`src/rtl/mcpu_pkg.sv`:
```
// mcpu_pkg: shared state, opcode, funct, ALU and mux-select encodings for the MCPU
package mcpu_pkg;

    typedef enum logic [4:0] {
        S_IF       = 5'd0,
        S_ID       = 5'd1,
        S_MEM_ADDR = 5'd2,
        S_MEM_RD   = 5'd3,
        S_MEM_WB   = 5'd4,
        S_MEM_WR   = 5'd5,
        S_R_EXE    = 5'd6,
        S_R_WB     = 5'd7,
        S_BEQ      = 5'd8,
        S_BNE      = 5'd9,
        S_J        = 5'd10,
        S_I_EXE    = 5'd11,
        S_I_WB     = 5'd12,
        S_JAL      = 5'd13
    } state_t;

    localparam logic [5:0] OP_RTYPE = 6'b000000;
    localparam logic [5:0] OP_J     = 6'b000010;
    localparam logic [5:0] OP_JAL   = 6'b000011;
    localparam logic [5:0] OP_BEQ   = 6'b000100;
    localparam logic [5:0] OP_BNE   = 6'b000101;
    localparam logic [5:0] OP_ADDI  = 6'b001000;
    localparam logic [5:0] OP_SLTI  = 6'b001010;
    localparam logic [5:0] OP_LW    = 6'b100011;
    localparam logic [5:0] OP_SW    = 6'b101011;

    localparam logic [5:0] FN_ADD = 6'b100000;
    localparam logic [5:0] FN_SUB = 6'b100010;
    localparam logic [5:0] FN_AND = 6'b100100;
    localparam logic [5:0] FN_OR  = 6'b100101;
    localparam logic [5:0] FN_XOR = 6'b100110;
    localparam logic [5:0] FN_NOR = 6'b100111;
    localparam logic [5:0] FN_SLT = 6'b101010;
    localparam logic [5:0] FN_SRL = 6'b000010;

    localparam logic [2:0] ALU_AND = 3'b000;
    localparam logic [2:0] ALU_OR  = 3'b001;
    localparam logic [2:0] ALU_ADD = 3'b010;
    localparam logic [2:0] ALU_XOR = 3'b011;
    localparam logic [2:0] ALU_NOR = 3'b100;
    localparam logic [2:0] ALU_SRL = 3'b101;
    localparam logic [2:0] ALU_SUB = 3'b110;
    localparam logic [2:0] ALU_SLT = 3'b111;

    localparam logic [1:0] DST_RT = 2'b00;
    localparam logic [1:0] DST_RD = 2'b01;
    localparam logic [1:0] DST_RA = 2'b10;

    localparam logic [1:0] M2R_ALU = 2'b00;
    localparam logic [1:0] M2R_MDR = 2'b01;
    localparam logic [1:0] M2R_PC  = 2'b10;

    localparam logic [1:0] SRCB_RT   = 2'b00;
    localparam logic [1:0] SRCB_4    = 2'b01;
    localparam logic [1:0] SRCB_IMM  = 2'b10;
    localparam logic [1:0] SRCB_BOFS = 2'b11;

    localparam logic [1:0] PCS_ALU    = 2'b00;
    localparam logic [1:0] PCS_ALUOUT = 2'b01;
    localparam logic [1:0] PCS_JUMP   = 2'b10;

endpackage

```
`src/rtl/mcpu_ctrl_alu_op_decode.sv`:
```
// alu_op_decode: selects the ALU operation for the current control state
module alu_op_decode
    import mcpu_pkg::*;
(
    input  state_t     state,
    input  logic [5:0] op,
    input  logic [5:0] funct,
    output logic [2:0] alu_op,
    output logic       funct_ok
);

    logic [2:0] r_op;

    // map an R-type funct to its ALU code; unknown functs fall back to ADD and are flagged
    always_comb begin
        funct_ok = 1'b1;
        r_op     = ALU_ADD;
        case (funct)
            FN_ADD:  r_op = ALU_ADD;
            FN_SUB:  r_op = ALU_SUB;
            FN_AND:  r_op = ALU_AND;
            FN_OR:   r_op = ALU_OR;
            FN_XOR:  r_op = ALU_XOR;
            FN_NOR:  r_op = ALU_NOR;
            FN_SLT:  r_op = ALU_SLT;
            FN_SRL:  r_op = ALU_SRL;
            default: funct_ok = 1'b0;
        endcase
    end

    // choose the operation each state needs; idle states drive AND (all zeros)
    always_comb begin
        alu_op = ALU_AND;
        case (state)
            S_IF, S_ID, S_MEM_ADDR: alu_op = ALU_ADD;
            S_R_EXE:                alu_op = r_op;
            S_BEQ, S_BNE:           alu_op = ALU_SUB;
            S_I_EXE:                alu_op = (op == OP_SLTI) ? ALU_SLT : ALU_ADD;
            default:                alu_op = ALU_AND;
        endcase
    end

endmodule

```
`src/rtl/mcpu_ctrl.sv`:
```
// mcpu_ctrl: multi-cycle MCPU control FSM sequencing fetch, decode, execute, memory and write-back
module mcpu_ctrl
    import mcpu_pkg::*;
(
    input  logic        clk,
    input  logic        rst,
    input  logic [31:0] inst_in,
    input  logic        zero,
    input  logic        MIO_ready,
    output logic        PC_en,
    output logic        IorD,
    output logic        MemRead,
    output logic        MemWrite,
    output logic        IRWrite,
    output logic        RegWrite,
    output logic        CPU_MIO,
    output logic [1:0]  RegDst,
    output logic [1:0]  MemtoReg,
    output logic        ALUSrcA,
    output logic [1:0]  ALUSrcB,
    output logic [1:0]  PCSource,
    output logic [2:0]  ALU_operation,
    output logic [4:0]  state_out
);

    state_t     state, nxt;
    logic [5:0] op, funct;
    logic       funct_ok;
    logic       pc_en, ir_wr, reg_wr, mem_wr, mem_rd, mio;
    logic       unused_bits;

    assign op          = inst_in[31:26];
    assign funct       = inst_in[5:0];
    assign unused_bits = ^inst_in[25:6];
    assign state_out   = state;

    alu_op_decode u_alu_op_decode (
        .state    (state),
        .op       (op),
        .funct    (funct),
        .alu_op   (ALU_operation),
        .funct_ok (funct_ok)
    );

    // state register; reset returns to fetch without waiting for a clock edge
    always_ff @(posedge clk or posedge rst) begin
        if (rst)
            state <= S_IF;
        else
            state <= nxt;
    end

    // next state: decode dispatch, memory-ready stalls, everything else falls back to fetch
    always_comb begin
        nxt = S_IF;
        case (state)
            S_IF:       nxt = MIO_ready ? S_ID : S_IF;
            S_ID: begin
                case (op)
                    OP_LW, OP_SW:     nxt = S_MEM_ADDR;
                    OP_RTYPE:         nxt = S_R_EXE;
                    OP_BEQ:           nxt = S_BEQ;
                    OP_BNE:           nxt = S_BNE;
                    OP_J:             nxt = S_J;
                    OP_JAL:           nxt = S_JAL;
                    OP_ADDI, OP_SLTI: nxt = S_I_EXE;
                    default:          nxt = S_IF;
                endcase
            end
            S_MEM_ADDR: nxt = (op == OP_LW) ? S_MEM_RD : S_MEM_WR;
            S_MEM_RD:   nxt = MIO_ready ? S_MEM_WB : S_MEM_RD;
            S_MEM_WR:   nxt = MIO_ready ? S_IF : S_MEM_WR;
            S_R_EXE:    nxt = S_R_WB;
            S_I_EXE:    nxt = S_I_WB;
            default:    nxt = S_IF;
        endcase
    end

    // datapath controls decoded from the current state plus the ready and zero flags
    always_comb begin
        pc_en    = 1'b0;
        ir_wr    = 1'b0;
        reg_wr   = 1'b0;
        mem_wr   = 1'b0;
        mem_rd   = 1'b0;
        mio      = 1'b0;
        IorD     = 1'b0;
        RegDst   = DST_RT;
        MemtoReg = M2R_ALU;
        ALUSrcA  = 1'b0;
        ALUSrcB  = SRCB_RT;
        PCSource = PCS_ALU;
        case (state)
            S_IF: begin
                mem_rd  = 1'b1;
                mio     = 1'b1;
                ALUSrcB = SRCB_4;
                ir_wr   = MIO_ready;
                pc_en   = MIO_ready;
            end
            S_ID:       ALUSrcB = SRCB_BOFS;
            S_MEM_ADDR: begin
                ALUSrcA = 1'b1;
                ALUSrcB = SRCB_IMM;
            end
            S_MEM_RD: begin
                mem_rd = 1'b1;
                mio    = 1'b1;
                IorD   = 1'b1;
            end
            S_MEM_WB: begin
                reg_wr   = 1'b1;
                MemtoReg = M2R_MDR;
            end
            S_MEM_WR: begin
                mem_wr = 1'b1;
                mio    = 1'b1;
                IorD   = 1'b1;
            end
            S_R_EXE:    ALUSrcA = 1'b1;
            S_R_WB: begin
                reg_wr = funct_ok;
                RegDst = DST_RD;
            end
            S_BEQ, S_BNE: begin
                ALUSrcA  = 1'b1;
                PCSource = PCS_ALUOUT;
                pc_en    = zero ^ (state == S_BNE);
            end
            S_J: begin
                pc_en    = 1'b1;
                PCSource = PCS_JUMP;
            end
            S_JAL: begin
                pc_en    = 1'b1;
                PCSource = PCS_JUMP;
                reg_wr   = 1'b1;
                RegDst   = DST_RA;
                MemtoReg = M2R_PC;
            end
            S_I_EXE: begin
                ALUSrcA = 1'b1;
                ALUSrcB = SRCB_IMM;
            end
            S_I_WB:     reg_wr = 1'b1;
            default:    ;
        endcase
    end

    assign PC_en    = pc_en  & ~rst;
    assign IRWrite  = ir_wr  & ~rst;
    assign RegWrite = reg_wr & ~rst;
    assign MemWrite = mem_wr & ~rst;
    assign MemRead  = mem_rd & ~rst;
    assign CPU_MIO  = mio    & ~rst;

endmodule

```
`config.mk`:
```
export PLATFORM = sky130hd
export DESIGN_NAME = mcpu_ctrl
export DESIGN_NICKNAME = d
export VERILOG_FILES = /design/src/rtl/mcpu_pkg.sv /design/src/rtl/mcpu_ctrl_alu_op_decode.sv /design/src/rtl/mcpu_ctrl.sv
export SDC_FILE = /design/constraint.sdc
export NUM_CORES = 1
export LEC_CHECK = 0
export CAP_MARGIN = 20
export CORE_MARGIN = 2
export CORE_UTILIZATION = 34
export CTS_CLUSTER_DIAMETER = 200
export DETAILED_ROUTE_END_ITERATION = 16
export GPL_TIMING_DRIVEN = 0
export PLACE_DENSITY = 0.8
export SYNTH_ARGS = -nofsm -noshare
export SYNTH_HDL_FRONTEND = slang
export SYNTH_HIERARCHICAL = 1
export SYNTH_SLANG_ARGS = --single-unit
```
`constraint.sdc`:
```
create_clock -name clk -period 1.8 [get_ports clk]
set_clock_uncertainty 0.15 [all_clocks]
set_input_delay 0.36 -clock clk [delete_from_list [all_inputs] [get_ports clk]]
set_output_delay 0.36 -clock clk [all_outputs]
set_load 0.03 [all_outputs]
```
==> results.yml, run 1 <==
run_status:
  status: "finished with violations"
  failed_checks: "setup timing"
drt:
  dr.pass1.iters: 5
  routed_wl_mm: 5.09
  postRouteAntennaNets: 0
  dr_total_vias: 1423
  wl_per_cell_um: 22.2
  drc: 0
  via_per_inst: 6.21
  drt-initial-drc-count: 70
power_and_ir_drop:
  p_leak_nw: 0.888
  peakVddDrop_v: 0.000523
  power.density_nw_per_um2: 554
cts:
  cts_tree: "done"
  cts_root_buf: "clkbuf_4"
  numCtsBuffers: 3
  clockBufferDepth: 2
  cts.sinks: 4
  htreeDepth: 1
  cts.clk_slew.worst_paths_ns: 0.06
  clock_latency_ns: 0.26
global_routing:
  grt_max_degree: 9
  grt_pass1_vias: 1267
  grt_pass1_wl_mm: 6.15
  met1_usage: 0.361
  grt-ovfl-total: 0
  busiest_layer: "met2"
  grtUsageMet2: 0.550
  track_usage: 0.308
  globalRouteMet3Util: 0.0593
  antenna_found_initial: 0
worst_hold_path:
  hold_class: "primary input to asynchronous set/reset pin"
placement:
  hpwl_mm: 1.98
  place_area_um2: 1360
  io_buffers: 37
  gp_congestion: 0.893
yosys:
  ys.flop_type: "dfrtp_1"
  synth_top_area_share: 0.123
  synth_edf_count: 0
  async_flop_share: 1.00
  synthCells: 120
  netlist_top_cells_area: "dfrtp_1 (12%), nor2_1 (9.7%), nand2b_1 (5.4%), a21oi_1 (4.3%), nor3_1 (3.7%)"
  syn-cell-area_um2: 812
  seq_area_frac_synth: 0.123
  synth_top_cell_by_area: "dfrtp_1"
  yosysWarnings: 6
  ys_ff_latch: 4
  yosys.cell_types.count: 42
  syn_area_per_cell_um2: 6.77
floorplanning:
  die_area_um2: 2800
  start_util: 0.364
  fp.dieW_um: 52.9
  ios: 60
  num_rows: 17
  core_um2: 2230
  die_h_um: 52.9
finish:
  layout_commonest_cell: "buf_6"
  diodes: 0
  largest_reg_flops: 4
  drive_above_1_share: 0.652
  synthToLayoutAreaGrowth_pct: 147
  finalInstanceArea_um2: 2000
  layout.nets: 239
  finish.utilization: 0.897
  final_cell_mix: "buf_6 (32), buf_4 (28), nor2_1 (9), nor2_2 (9), dlygate4sd2_1 (9)"
critical_path:
  cp_data_required_time_ns: 1.29
  slowest_stage: "dfrtp_2"
  cpPeakStageDelay_ns: 0.49
  worstSetupEndpointType: "output pin"
  critPathKind: "flop to output pin"
  start_kind: "flop"
  worstPathCellList: "buf_8 -> xor2_4 -> nor2_2 -> a21oi_2 -> nor3_4 -> buf_6"
  cp_max_fo: 8
  critPathArrivalTime_ns: 1.62
sta:
  setup_viol: 20
  slew_viol_final: 0
  finalSetupTns_ns: -3.75
  fin_ws_ns: -0.331
  post-route-min-period_ns: 2.13
  hold_viol: 0
  period_share: 1.18
  rsz0062_at_grt: "yes"
  max_freq_mhz: 469
flow_run:
  cap_viol_max_count: 0
## area by class of cell
cell class                      count  area (µm²)
Buffer                             10         143
Multi-Input combinational cell    107         951
Clock buffer                        3        22.5
Fill cell                         109         230
Tap cell                           28        35.0
Timing Repair Buffer               75         739
Sequential cell                     4         105
Inverter                            2        7.51
## critical path, delay by kind of cell (launching register included)
kind / cells / cell delay, ns
DFF: 1 / 0.49
buffers and inverters: 2 / 0.33
xor gates and xnor gates: 1 / 0.24
AOI/OAI and AO/OA: 1 / 0.17
and+or+nand+nor: 2 / 0.12
## logic make-up after synthesis
group / Yosys count / share of synthesized area
mux: 1 / 0.0123
buf+inv: 12 / 0.0940
flops: 4 / 0.123
xor+xnor: 6 / 0.0647
other cells: 1 / 0.00462
compound gates: 25 / 0.210
simple gates: 71 / 0.492
## routing by layer
metal  share of wire  vias to the layer above
met1            0.35                      670
met2            0.48                      116
met5               0                        -
met4           0.069                        0
li1                -                      598
met3           0.098                       39
## per-stage QoR
stage                     hold WS (ns)  instances  total power, mW  worst slack, ns
final                            0.151        229             1.11           -0.331
after global routing             0.176        229             1.14           -0.344
after CTS                        0.154        217            0.921           -0.226
after detailed placement         0.584        188            0.632            -1.20
after global placement           0.577        188            0.624            -1.15
after floorplan                -0.0132        123            0.458          -0.0832
## cells in the mapped netlist, types with 3 or more instances
| library cell | n |
|---|---|
| xnor2_1 | 3 |
| nand4b_1 | 3 |
| nor2_1 | 21 |
| buf_2 | 4 |
| nor3_1 | 6 |
| nand2_1 | 7 |
| buf_4 | 3 |
| nand2b_1 | 7 |
| nor4_1 | 3 |
| o21ai_0 | 3 |
| xor2_1 | 3 |
| nand3_1 | 5 |
| o32ai_1 | 3 |
| dfrtp_1 | 4 |
| a21oi_1 | 7 |
## where the power goes
part           internal (mW)  leakage [nW]  switching [mW]
sequential             0.101        0.0475          0.0234
clock                 0.0759        0.0138          0.0559
combinational          0.413         0.827           0.441
total                  0.589         0.888           0.520
## worst paths after layout
| path | depth (start not counted) | start | slack [ns] | to |
|---|---|---|---|---|
| min in group clk | 4 | inst_in[30] | 0.52 | state_out[1] |
| max in group asynchronous | 2 | rst | 1.16 | state_out[3] |
| setup / recovery | 6 | state_out[0] | -0.33 | CPU_MIO |
| hold / removal | 2 | rst | 0.15 | state_out[1] |
| hold reg to reg | 4 | state_out[2] | 0.64 | state_out[1] |
| setup reg to reg | 8 | state_out[1] | -0.11 | state_out[2] |
## repair_timing
| item | 4_1_cts | 5_1_grt |
|---|---|---|
| setup buffers | 23 | 13 |
| gates resized for setup | 201 | 35 |
| hold buffers | 0 | 0 |
| endpoints found under the setup margin | 23 | 19 |
| cloned | 3 | 0 |
| pin swaps | 21 | 20 |
(Power assumes the default switching activity.)
==> run 2, diff against run 1 <==
--- a/config.mk
+++ b/config.mk
@@ -8,10 +8,11 @@
 export CAP_MARGIN = 20
 export CORE_MARGIN = 2
 export CORE_UTILIZATION = 34
-export CTS_CLUSTER_DIAMETER = 200
+export CTS_CLUSTER_DIAMETER = 80
 export DETAILED_ROUTE_END_ITERATION = 16
 export GPL_TIMING_DRIVEN = 0
 export PLACE_DENSITY = 0.8
+export SKIP_CTS_REPAIR_TIMING = 1
 export SYNTH_ARGS = -nofsm -noshare
 export SYNTH_HDL_FRONTEND = slang
 export SYNTH_HIERARCHICAL = 1
==> run 2 against run 1 <==
Non-clock buffer count is 25 lower; die area stayed put; clock power is 11% lower; sequential share of layout area is 0.79 points higher; setup slack better by 0.057 ns; worst hold slack worse by 0.11 ns; count of clock-buffer cells in the layout stayed put; sequential power hardly changed; the flow still finishes with violations (setup timing); highest routed layer unchanged; largest cell class unchanged.
==> results.yml, run 2 (synthesis results as in run 1) <==
global_routing:
  track_usage: 0.184
  grt-ovfl-total: 0
  grt_max_degree: 11
  grt_pass1_vias: 940
  antenna_found_initial: 0
  grt_pass1_wl_mm: 3.86
sta:
  max_freq_mhz: 482
  setup_viol: 19
  rsz0062_at_grt: "yes"
  fin_ws_ns: -0.274
  hold_viol: 0
  slew_viol_final: 0
  whs_ns: 0.0377
  post-route-min-period_ns: 2.07
  finalSetupTns_ns: -2.80
  period_share: 1.15
floorplanning:
  start_util: 0.364
  die_h_um: 52.9
  fp.dieW_um: 52.9
  core_um2: 2230
  num_rows: 17
  die_area_um2: 2800
  ios: 60
critical_path:
  start_kind: "flop"
  worstSetupEndpointType: "output pin"
  critPathKind: "flop to output pin"
  slowest_stage: "dfrtp_2"
  cp_data_required_time_ns: 1.29
  critPathArrivalTime_ns: 1.56
  cpPeakStageDelay_ns: 0.48
  worstPathCellList: "nor4bb_4 -> nand4_1 -> nor2_2 -> a311o_2 -> buf_6"
  cp_max_fo: 6
run_status:
  status: "finished with violations"
  failed_checks: "setup timing"
finish:
  layout.nets: 214
  final_cell_mix: "buf_6 (24), buf_4 (13), nor2_1 (11), dlymetal6s2s_1 (11)"
  largest_reg_flops: 4
  finalInstanceArea_um2: 1740
  drive_above_1_share: 0.557
  stdcell_count: 204
  synthToLayoutAreaGrowth_pct: 114
  finish.utilization: 0.780
  layout_commonest_cell: "buf_6"
  diodes: 0
  fillers: 143
placement:
  io_buffers: 37
  gp_congestion: 0.893
  place_inst: 188
  place_ws_ns: -1.20
  hpwl_mm: 1.98
  place_area_um2: 1360
flow_run:
  cap_viol_max_count: 0
cts:
  htreeDepth: 1
  clockBufferDepth: 2
  cts_tree: "done"
  clock_latency_ns: 0.24
  cts_root_buf: "clkbuf_4"
  numCtsBuffers: 3
  cts.sinks: 4
  cts.clk_slew.worst_paths_ns: 0.04
drt:
  drt-initial-drc-count: 64
  dr_total_vias: 1177
  drc: 0
  via_per_inst: 5.77
  routed_wl_mm: 3.46
  dr.pass1.iters: 4
  wl_per_cell_um: 17.0
  postRouteAntennaNets: 0
worst_hold_path:
  hold_class: "primary input to asynchronous set/reset pin"
power_and_ir_drop:
  peakVddDrop_v: 0.000363
  power.density_nw_per_um2: 545
  total_power_mw: 0.949
  p_leak_nw: 0.827
## run 2: changes by cell type in the layout (fill, tap and decap cells not counted), moves of 3 or more
cell             before  now
buf_4                28   13
dlymetal6s2s_1        1   11
dlygate4sd2_1         9    0
buf_6                32   24
clkdlybuf4s15_2       3    0
nor2_2                9    6
## run 2: layout make-up
type	instances	area, µm²	area share
multi-input combinational	107	911	0.523
timing repair buffer	50	527	0.302
buffer	10	134	0.0769
sequential	4	105	0.0603
tap	28	35.0	0.0201
clock buffer	3	22.5	0.0129
inverter	2	7.51	0.00431
## run 2: report_power, final
group,total [mW],internal (mW),switching [mW]
sequential,0.124,0.101,0.0237
combinational,0.707,0.335,0.371
clock,0.118,0.0750,0.0431
## run 2: layer usage
layer	vias up	wire, µm	GRT usage
li1	548	-	-
met1	548	1370	0.229
met2	68	1730	0.325
met3	13	243	0.0395
met4	0	110	0.0385
met5	-	0	0
## run 2: critical path, delay by kind of cell (launching register included)
family                 cells  cell delay, ns
flip-flops                 1            0.48
AND/OR/NAND/NOR            3            0.38
AO/OA/AOI/OAI              1            0.31
buffers and inverters      1            0.14
## run 2: path summary, 6_finish.rpt
check                             startpoint                to  slack [ns]  cells past startpoint
worst max register to register  state_out[0]      state_out[2]        0.01                      6
min in group clk                 inst_in[30]      state_out[1]        0.38                      4
max in group asynchronous                rst      state_out[2]        1.31                      2
worst min-delay path                     rst      state_out[0]        0.04                      2
worst max-delay path            state_out[0]  ALU_operation[2]       -0.27                      5
worst min register to register  state_out[3]      state_out[1]        0.68                      4
